`src/rtl/ppu_vram_arbiter.sv`:
```
// PPU VRAM read arbiter: shares one VRAM read port between the background
// fetcher and the sprite fetcher. Sprite requests win; one access in flight.
module ppu_vram_arbiter #(
  parameter int          TIMEOUT  = 8,
  parameter logic [7:0]  OPEN_BUS = 8'hFF
) (
  input  logic        clk_in,
  input  logic        rst_in,
  input  logic        tclk_in,
  input  logic        bg_req_in,
  input  logic [15:0] bg_addr_in,
  output logic [7:0]  bg_data_out,
  output logic        bg_data_valid_out,
  input  logic        sprite_req_in,
  input  logic [15:0] sprite_addr_in,
  output logic [7:0]  sprite_data_out,
  output logic        sprite_data_valid_out,
  input  logic        sprite_detected_in,
  output logic        mem_free_out,
  output logic [15:0] vram_addr_out,
  output logic        vram_rd_out,
  input  logic [7:0]  vram_data_in,
  input  logic        vram_valid_in,
  output logic        timeout_err_out
);

  typedef enum logic [1:0] {
    ST_IDLE  = 2'd0,
    ST_ISSUE = 2'd1,
    ST_WAIT  = 2'd2
  } state_t;

  // Counter only needs to reach TIMEOUT-1.
  localparam int             CW       = (TIMEOUT > 1) ? $clog2(TIMEOUT) : 1;
  localparam logic [CW-1:0]  CNT_LAST = CW'(TIMEOUT - 1);

  state_t        state_q;
  logic          owner_spr_q;   // 1 = sprite owns the current access
  logic [15:0]   addr_q;
  logic [CW-1:0] cnt_q;
  logic [7:0]    bg_data_q;
  logic          bg_valid_q;
  logic [7:0]    spr_data_q;
  logic          spr_valid_q;
  logic          rd_q;
  logic          mem_free_q;
  logic          err_q;

  // Arbitration FSM with all outputs registered; valid and read strobes
  // default low each cycle so they can only ever pulse for one cycle.
  always_ff @(posedge clk_in) begin
    if (rst_in) begin
      state_q     <= ST_IDLE;
      owner_spr_q <= 1'b0;
      addr_q      <= 16'h0000;
      cnt_q       <= '0;
      bg_data_q   <= 8'h00;
      bg_valid_q  <= 1'b0;
      spr_data_q  <= 8'h00;
      spr_valid_q <= 1'b0;
      rd_q        <= 1'b0;
      mem_free_q  <= 1'b1;
      err_q       <= 1'b0;
    end else begin
      bg_valid_q  <= 1'b0;
      spr_valid_q <= 1'b0;
      rd_q        <= 1'b0;
      case (state_q)
        ST_IDLE: begin
          if (tclk_in) begin
            if (sprite_req_in) begin
              addr_q      <= sprite_addr_in;
              owner_spr_q <= 1'b1;
              state_q     <= ST_ISSUE;
              rd_q        <= 1'b1;
              mem_free_q  <= 1'b0;
            end else if (bg_req_in && !sprite_detected_in) begin
              addr_q      <= bg_addr_in;
              owner_spr_q <= 1'b0;
              state_q     <= ST_ISSUE;
              rd_q        <= 1'b1;
              mem_free_q  <= 1'b0;
            end
          end
        end
        ST_ISSUE: begin
          state_q <= ST_WAIT;
          cnt_q   <= '0;
        end
        ST_WAIT: begin
          // Real data beats the timeout when both land on the same cycle.
          if (vram_valid_in) begin
            if (owner_spr_q) begin
              spr_data_q  <= vram_data_in;
              spr_valid_q <= 1'b1;
            end else begin
              bg_data_q  <= vram_data_in;
              bg_valid_q <= 1'b1;
            end
            state_q    <= ST_IDLE;
            mem_free_q <= 1'b1;
          end else if (cnt_q == CNT_LAST) begin
            if (owner_spr_q) begin
              spr_data_q  <= OPEN_BUS;
              spr_valid_q <= 1'b1;
            end else begin
              bg_data_q  <= OPEN_BUS;
              bg_valid_q <= 1'b1;
            end
            err_q      <= 1'b1;
            state_q    <= ST_IDLE;
            mem_free_q <= 1'b1;
          end else begin
            cnt_q <= cnt_q + 1'b1;
          end
        end
        default: begin
          state_q    <= ST_IDLE;
          mem_free_q <= 1'b1;
        end
      endcase
    end
  end

  assign bg_data_out           = bg_data_q;
  assign bg_data_valid_out     = bg_valid_q;
  assign sprite_data_out       = spr_data_q;
  assign sprite_data_valid_out = spr_valid_q;
  assign mem_free_out          = mem_free_q;
  assign vram_addr_out         = addr_q;
  assign vram_rd_out           = rd_q;
  assign timeout_err_out       = err_q;

endmodule

```
`config.mk`:
```
export PLATFORM = sky130hd
export DESIGN_NAME = ppu_vram_arbiter
export DESIGN_NICKNAME = d
export VERILOG_FILES = /design/src/rtl/ppu_vram_arbiter.sv
export SDC_FILE = /design/constraint.sdc
export NUM_CORES = 1
export LEC_CHECK = 0
export CORE_MARGIN = 4
export CORE_UTILIZATION = 30
export CTS_BUF_LIST = sky130_fd_sc_hd__clkbuf_8 sky130_fd_sc_hd__clkbuf_16
export DETAILED_ROUTE_END_ITERATION = 12
export GPL_TIMING_DRIVEN = 1
export PLACE_DENSITY_LB_ADDON = 0.1
export SKIP_CTS_REPAIR_TIMING = 1
export SLEW_MARGIN = 25
export SYNTH_ARGS = -nofsm -noshare
export SYNTH_HDL_FRONTEND = slang
export SYNTH_SLANG_ARGS = --single-unit
```
`constraint.sdc`:
```
create_clock -name clk_in -period 2.1 [get_ports clk_in]
set_input_delay 0.42 -clock clk_in [delete_from_list [all_inputs] [get_ports clk_in]]
set_output_delay 0.42 -clock clk_in [all_outputs]
set_load 0.01 [all_outputs]
```
# == Yosys cells after proc, flatten, opt, wreduce, memory -nomap -nowiden ==
# Index checks and enable logic that the tools add are counted.
# op_classes
add_sub_neg,1
multipliers,0
n_div,0
magnitude_cmp,0
eq_ne,8
shift,0
mux,34
n_bitwise,6
reduce_logical,15
# op_table
operator,n
$mux W8,8
$mux W16,2
$reduce_and A3 Y1,6
$mux W1,14
$mux W2,5
$mux W3,2
$ne A2 B2 Y1 const B,3
$ne A3 B3 Y1 const B,2
$not A1 Y1,6
$pmux W2 S3,1
$pmux W3 S2,1
$reduce_bool A2 Y1,3
$reduce_and A4 Y1,1
$add A3 B1 Y3 const B,1
$eq A3 B3 Y1 const B,1
$pmux W1 S3,1
$reduce_or A3 Y1,1
$eq A2 B1 Y1 const B,1
$eq A2 B2 Y1 const B,1
$logic_not A2 Y1,1
$reduce_or A2 Y1,1
$logic_and A1 B1 Y1,1
$logic_not A1 Y1,1
# word_totals
register_bits,43
latchBits,0
ram_bits,0
romBits,0
inputBits,47
output_inout_bits,37
memories,0

# == Depth between registers and ports, before layout ==
# Gate-level depths: netlist of run 1.
# depth
depth_word,6
mapped_depth,6
depth_no_buf,5

# == Least setup slack after synthesis of run 1 ==
# No wires, ideal clock.
# synth_timing
path_type,reg2reg
startpoint,register cnt_q[0]
endpoint,register cnt_q[1]
setup_ns,0.132
t_arrival_ns,1.472
required_ns,1.968
path_slack_ns,0.496
path_stages_with_launch,6
n_path_buf,0
period_less_slack_ns,1.604
cell_sequence,dfxtp_1 ha_1 ha_1 or4b_2 nand3_1 a21oi_1
# synth_via
elab_chain_len,4
# synth_rtl
item,line_no,rtl
from (decl),40,logic [CW-1:0] cnt_q;
from (signal assigned),114,cnt_q <= cnt_q + 1'b1;
$add A3 B1 Y3,114,
$mux W3,102,end else if (cnt_q == CNT_LAST) begin
$mux W3,92,if (vram_valid_in) begin
$pmux W3 S2,68,case (state_q)
# Several ways; a longest one is shown, not always the timed one. The select of a mux whose other input is x is not followed.
# A chain may end at the register's enable or synchronous reset.

# == Final worst setup path of run 1 ==
# layout_timing
startpoint,register cnt_q[0]
endpoint,register bg_data_q[7] (netlist: bg_data_out[7])
# layout_via
elab_chain_len,3
# layout_rtl
item,line_no,rtl
$eq A3 B3 Y1,102,
$reduce_bool A2 Y1 (no line),--,
$reduce_and A3 Y1 (no line),--,
to (signal assigned),97,bg_data_q <= vram_data_in;
to (decl),41,logic [7:0] bg_data_q;
# No other way between the ends.

==> flow_metrics.tcl, run 1 <==
set metrics [dict create \
    status "complete, no violations" \
    synth_top_area_share_pct 43.0 \
    syn-cell-area_um2 2000 \
    clock_latency_ps 300 \
    grt_pass1_wl_um 7680 \
    dieArea_um2 8040 \
    cts-root-buf "clkbuf_8" \
    grt_setup_unrepaired "no" \
    ys_ff_latch 43 \
    antenna_found_initial 0 \
    syn_nets 247 \
    fin_util_pct 46.8 \
    finalClockSkew_ps 9.84 \
    hold_viol_final 0 \
    ys_seq_area_share_pct 43.0 \
    die_x_um 89.7 \
    synth_area_leader_cell "dfxtp_1" \
    post-dp-hpwl_um 3500 \
    synthArstFlopShare_pct 0 \
    synth_commonest_cells "dfxtp_1 (43), mux2i_1 (33), nor2_1 (23)" \
    drt_iter0_drc 35 \
    timing_worst_slew_pin_value_ps 561 \
    grt_usage_pct 12.5 \
    clock_sinks 43 \
    cp_max_fo 9 \
    synth_area_leaders "dfxtp_1 (43%), mux2i_1 (17%), mux2_2 (9.0%)" \
    ios 84 \
    regArea_um2 861 \
    firstDrtPassIters 4 \
    cts_buffers 5 \
    overflow 0 \
    cap_viol_max_count 0 \
    slew_violations 0 \
    synth_edf_count 0 \
    min_period_ps 1730 \
    power_density_nw_per_um2 563 \
    port_buffers 83 \
    path_class "reg2reg" \
    dp.cells 350 \
    max_slew_margin_pct 62.1 \
    max_freq_mhz 578 \
    die_h_um 89.7 \
    initial_core_util_pct 31.2 \
    crit_arrival_ps 1900 \
    nets 330 \
    vias 1606 \
    post_drt_via_cell_ratio 4.49 \
    fin_cells 358 \
    diodes 0 \
    finalCritPeriodShare_pct 82.4 \
    nFillCells 638 \
    setup_viol 0 \
    multi_input_area_um2 1070 \
    core.rowCount 29 \
    post_drt_wl_per_cell_um 13.1 \
    drive_gt1_share_pct 11.4 \
    path_clk_slew_ps 90 \
    totalWireLength_um 4690 \
    synth_ff_type "dfxtp_1" \
    synthCells 197 \
    cts_tree "built" \
    route.detailed.drc 0 \
    synth.avg_cell_area_um2 10.2 \
    drt.antenna.violating_nets 0 \
    syn_to_final_growth_pct 50.2 \
    crit_required_ps 2260 \
    ir_drop_mv 0.282 \
    yosysMostFrequentCell "dfxtp_1" \
    setup_tns_ps 0 \
    htree_levels 2 \
    yosysUniqueCellTypes 26 \
    synth_warnings 0 \
    worst_setup_path_start_kind "register" \
    grt_pass1_vias 1609 \
    hp-class "reg2reg" \
    end_kind "register" \
    clockBufferDepth 2 \
    leakagePower_nw 1.29 \
    core_um2 6420 \
    place_congestion 0.747 \
    grt_max_degree 69 \
]
worst max-delay path, stage by stage (launching register included):
cell	delay, ps
dfxtp_1	360
ha_1	190
ha_1	200
nor2_1	70
or3b_1	580
mux2i_1	200
cells in the final DEF (no fill, tap or decap), types with 2 or more instances in the layout:
cell and instances:
a21oi_1 5, buf_12 2, buf_4 3, clkbuf_8 5, clkdlybuf4s50_1 82, dfxtp_1 43
ha_1 3, mux2_2 16, mux2i_1 33, nand2_1 3, nand2b_1 19, nand3_1 3
nor2_1 23, nor2b_1 17, o21bai_1 9
path summary, 6_finish.rpt:
kind	from	end	slack, ps	cells past startpoint
worst min-delay path	sprite_data_out[2]	sprite_data_out[2]	480	2
worst min register to register	sprite_data_out[2]	sprite_data_out[2]	480	2
worst max-delay path	cnt_q[0]	bg_data_out[7]	370	5
worst max register to register	cnt_q[0]	bg_data_out[7]	370	5
cells by family after synthesis:
kind of cell               after synthesis  share of synthesized area (%)
AOI/OAI and AO/OA                       17                           6.50
adders and majority gates                3                           1.88
buffers and inverters                   13                           3.37
DFF                                     43                           43.0
muxes                                   49                           25.5
and+or+nand+nor                         72                           19.8
stage by stage:
stage / hold WS [ps] / area, um^2 / total power, mW / setup slack, ps
2_1_floorplan: 452 / 2000 / 1.03 / 496
3_3_place_gp: 455 / 2920 / 1.21 / 129
3_5_place_dp: 464 / 2920 / 1.21 / 118
4_1_cts: 481 / 3010 / 1.73 / 351
5_1_grt: 512 / 3010 / 1.79 / 251
6_report: 477 / 3010 / 1.69 / 369
metal layers:
layer | track usage (%) | part of all wire (%) | vias up | routed length [um]
met5 | 0 | 0 | - | 0
met3 | 5.29 | 9.4 | 8 | 442
li1 | - | - | 827 | -
met1 | 14.8 | 43 | 721 | 2040
met4 | 4.87 | 1.5 | 0 | 70
met2 | 19.9 | 46 | 50 | 2140
report_power, final:
part / switching (mW) / total (mW) / internal (mW) / leakage [nW]
Sequential: 0.0170 / 0.864 / 0.847 / 0.349
Clock: 0.282 / 0.510 / 0.228 / 0.0453
Combinational: 0.117 / 0.320 / 0.203 / 0.900
Total: 0.416 / 1.69 / 1.28 / 1.29
layout make-up:
class / count / share of cell area (%)
Multi-Input combinational cell: 141 / 35.7
Clock inverter: 3 / 0.541
Sequential cell: 43 / 28.6
Timing Repair Buffer: 88 / 29.5
Clock buffer: 5 / 2.29
Inverter: 1 / 0.125
Tap cell: 77 / 3.20
registers in the layout, indices dropped and copies added (netlist names):
signal                 flops
bg_data_out                8
bg_data_valid_out          1
timeout_err_out            1
mem_free_out               1
vram_rd_out                1
sprite_data_out            8
owner_spr_q                1
state_q                    2
sprite_data_valid_out      1
vram_addr_out             16
cnt_q                      3
(Power assumes the default switching activity.)
==> run 2, diff against run 1 <==
==> constraint.sdc (replaced) <==
create_clock -name clk_in -period 1.65 [get_ports clk_in]
set_input_delay 0.33 -clock clk_in [delete_from_list [all_inputs] [get_ports clk_in]]
set_output_delay 0.33 -clock clk_in [all_outputs]
set_load 0.01 [all_outputs]
==> run 2 against run 1 <==
- non-clock buffer count is 12 higher
- register-to-register slack worse by 290 ps
- first-iteration DRC count is 29% higher
- routed wire length is 3.4% higher
- critical endpoint is now bg_data_out[6]
- worst hold slack better by 1.4 ps
- sequential share of layout area is 1.2 points lower
- die area stayed put
- combinational power is 35% higher
- clock power is 53% higher
- global-route usage is 0.34 points higher
- maximum frequency is 10% higher
- cell area is 4.3% higher
==> flow_metrics.tcl, run 2 (synthesized netlist as in run 1, its figures left out) <==
set metrics [dict create \
    path_clk_slew_ps 80 \
    min_period_ps 1570 \
    finalCritPeriodShare_pct 95.2 \
    power_density_nw_per_um2 736 \
    cp_max_fo 9 \
    antenna_found_initial 0 \
    port_buffers 83 \
    post-dp-hpwl_um 3650 \
    dp.cells 362 \
    drt_iter0_drc 45 \
    grt_pass1_vias 1749 \
    hp-class "reg2reg" \
    diodes 0 \
    ir_drop_mv 0.485 \
    slew_violations 0 \
    cts_buffers 5 \
    cts_tree "built" \
    core.rowCount 29 \
    grt_max_degree 69 \
    overflow 0 \
    status "complete, no violations" \
    ios 84 \
    drt.antenna.violating_nets 0 \
    fin_cells 369 \
    vias 1654 \
    firstDrtPassIters 4 \
    path_class "reg2reg" \
    die_x_um 89.7 \
    clock_latency_ps 290 \
    largest_reg_flops 16 \
    timing_worst_slew_pin_value_ps 315 \
    worst_setup_path_start_kind "register" \
    max_slew_margin_pct 78.9 \
    end_kind "register" \
    place_congestion 0.682 \
    post_drt_via_cell_ratio 4.48 \
    die_h_um 89.7 \
    clockBufferDepth 2 \
    drive_gt1_share_pct 15.1 \
    initial_core_util_pct 31.2 \
    grt_pass1_wl_um 7980 \
    crit_arrival_ps 1740 \
    setup_viol 0 \
    clock_sinks 43 \
    grt_setup_unrepaired "no" \
    nets 342 \
    post_drt_wl_per_cell_um 13.1 \
    layout_common_cells "clkdlybuf4s50_1 (82), dfxtp_1 (43), mux2i_1 (33)" \
    hold_viol_final 0 \
    leakagePower_nw 1.37 \
    cap_viol_max_count 0 \
    route.detailed.drc 0 \
    power_mw 2.31 \
    grt_usage_pct 12.8 \
    core_um2 6420 \
    syn_to_final_growth_pct 56.8 \
    totalWireLength_um 4850 \
    finalClockSkew_ps 7.52 \
    htree_levels 2 \
    max_freq_mhz 637 \
    setup_tns_ps 0 \
    cts-root-buf "clkbuf_8" \
    crit_required_ps 1820 \
    final_common_cell "clkdlybuf4s50_1" \
    dieArea_um2 8040 \
]
run 2: area by class of cell:
type / count / area (um^2)
clock buffer: 5 / 68.8
clock inverter: 2 / 33.8
fill: 664 / 3280
inverter: 1 / 3.75
multi-input combinational: 141 / 1080
sequential: 43 / 861
tap: 77 / 96.3
timing repair buffer: 100 / 995
run 2: path summary, 6_finish.rpt:
check / startpoint / to / slack, ps / depth (start not counted)
setup / recovery: cnt_q[0] / bg_data_out[6] / 80 / 6
setup reg to reg: cnt_q[0] / bg_data_out[6] / 80 / 6
hold / removal: cnt_q[1] / cnt_q[1] / 480 / 2
hold reg to reg: cnt_q[1] / cnt_q[1] / 480 / 2
run 2: metal layers:
layer | GRT usage [%] | vias up | part of all wire (%)
li1 | - | 854 | -
met1 | 15.3 | 749 | 44
met2 | 21.1 | 47 | 47
met3 | 5.47 | 4 | 8.5
met4 | 3.25 | 0 | 0.74
met5 | 0 | - | 0
run 2: worst max-delay path: stages, from the launching register on:
cell	delay [ps]
dfxtp_1	350
ha_1	190
ha_2	190
nor2_1	70
or3b_1	370
buf_6	160
mux2i_1	120
run 2: power by group:
group	total [mW]	switching (mW)	internal [mW]	leakage (nW)
Clock	0.780	0.342	0.438	0.0554
Sequential	1.10	0.0219	1.08	0.349
Combinational	0.431	0.152	0.279	0.962
Total	2.31	0.515	1.80	1.37
run 2: per-stage QoR:
stage               setup WS (ps)  hold slack [ps]  area (um^2)  util [%]
finish                       79.3              478         3140      48.9
global route                 1.09              503         3140      48.9
CTS                         -39.7              479         3130      48.7
detailed placement           -185              466         3030      47.1
global placement             -165              450         3030      47.1
floorplan                    46.2              452         2000         -
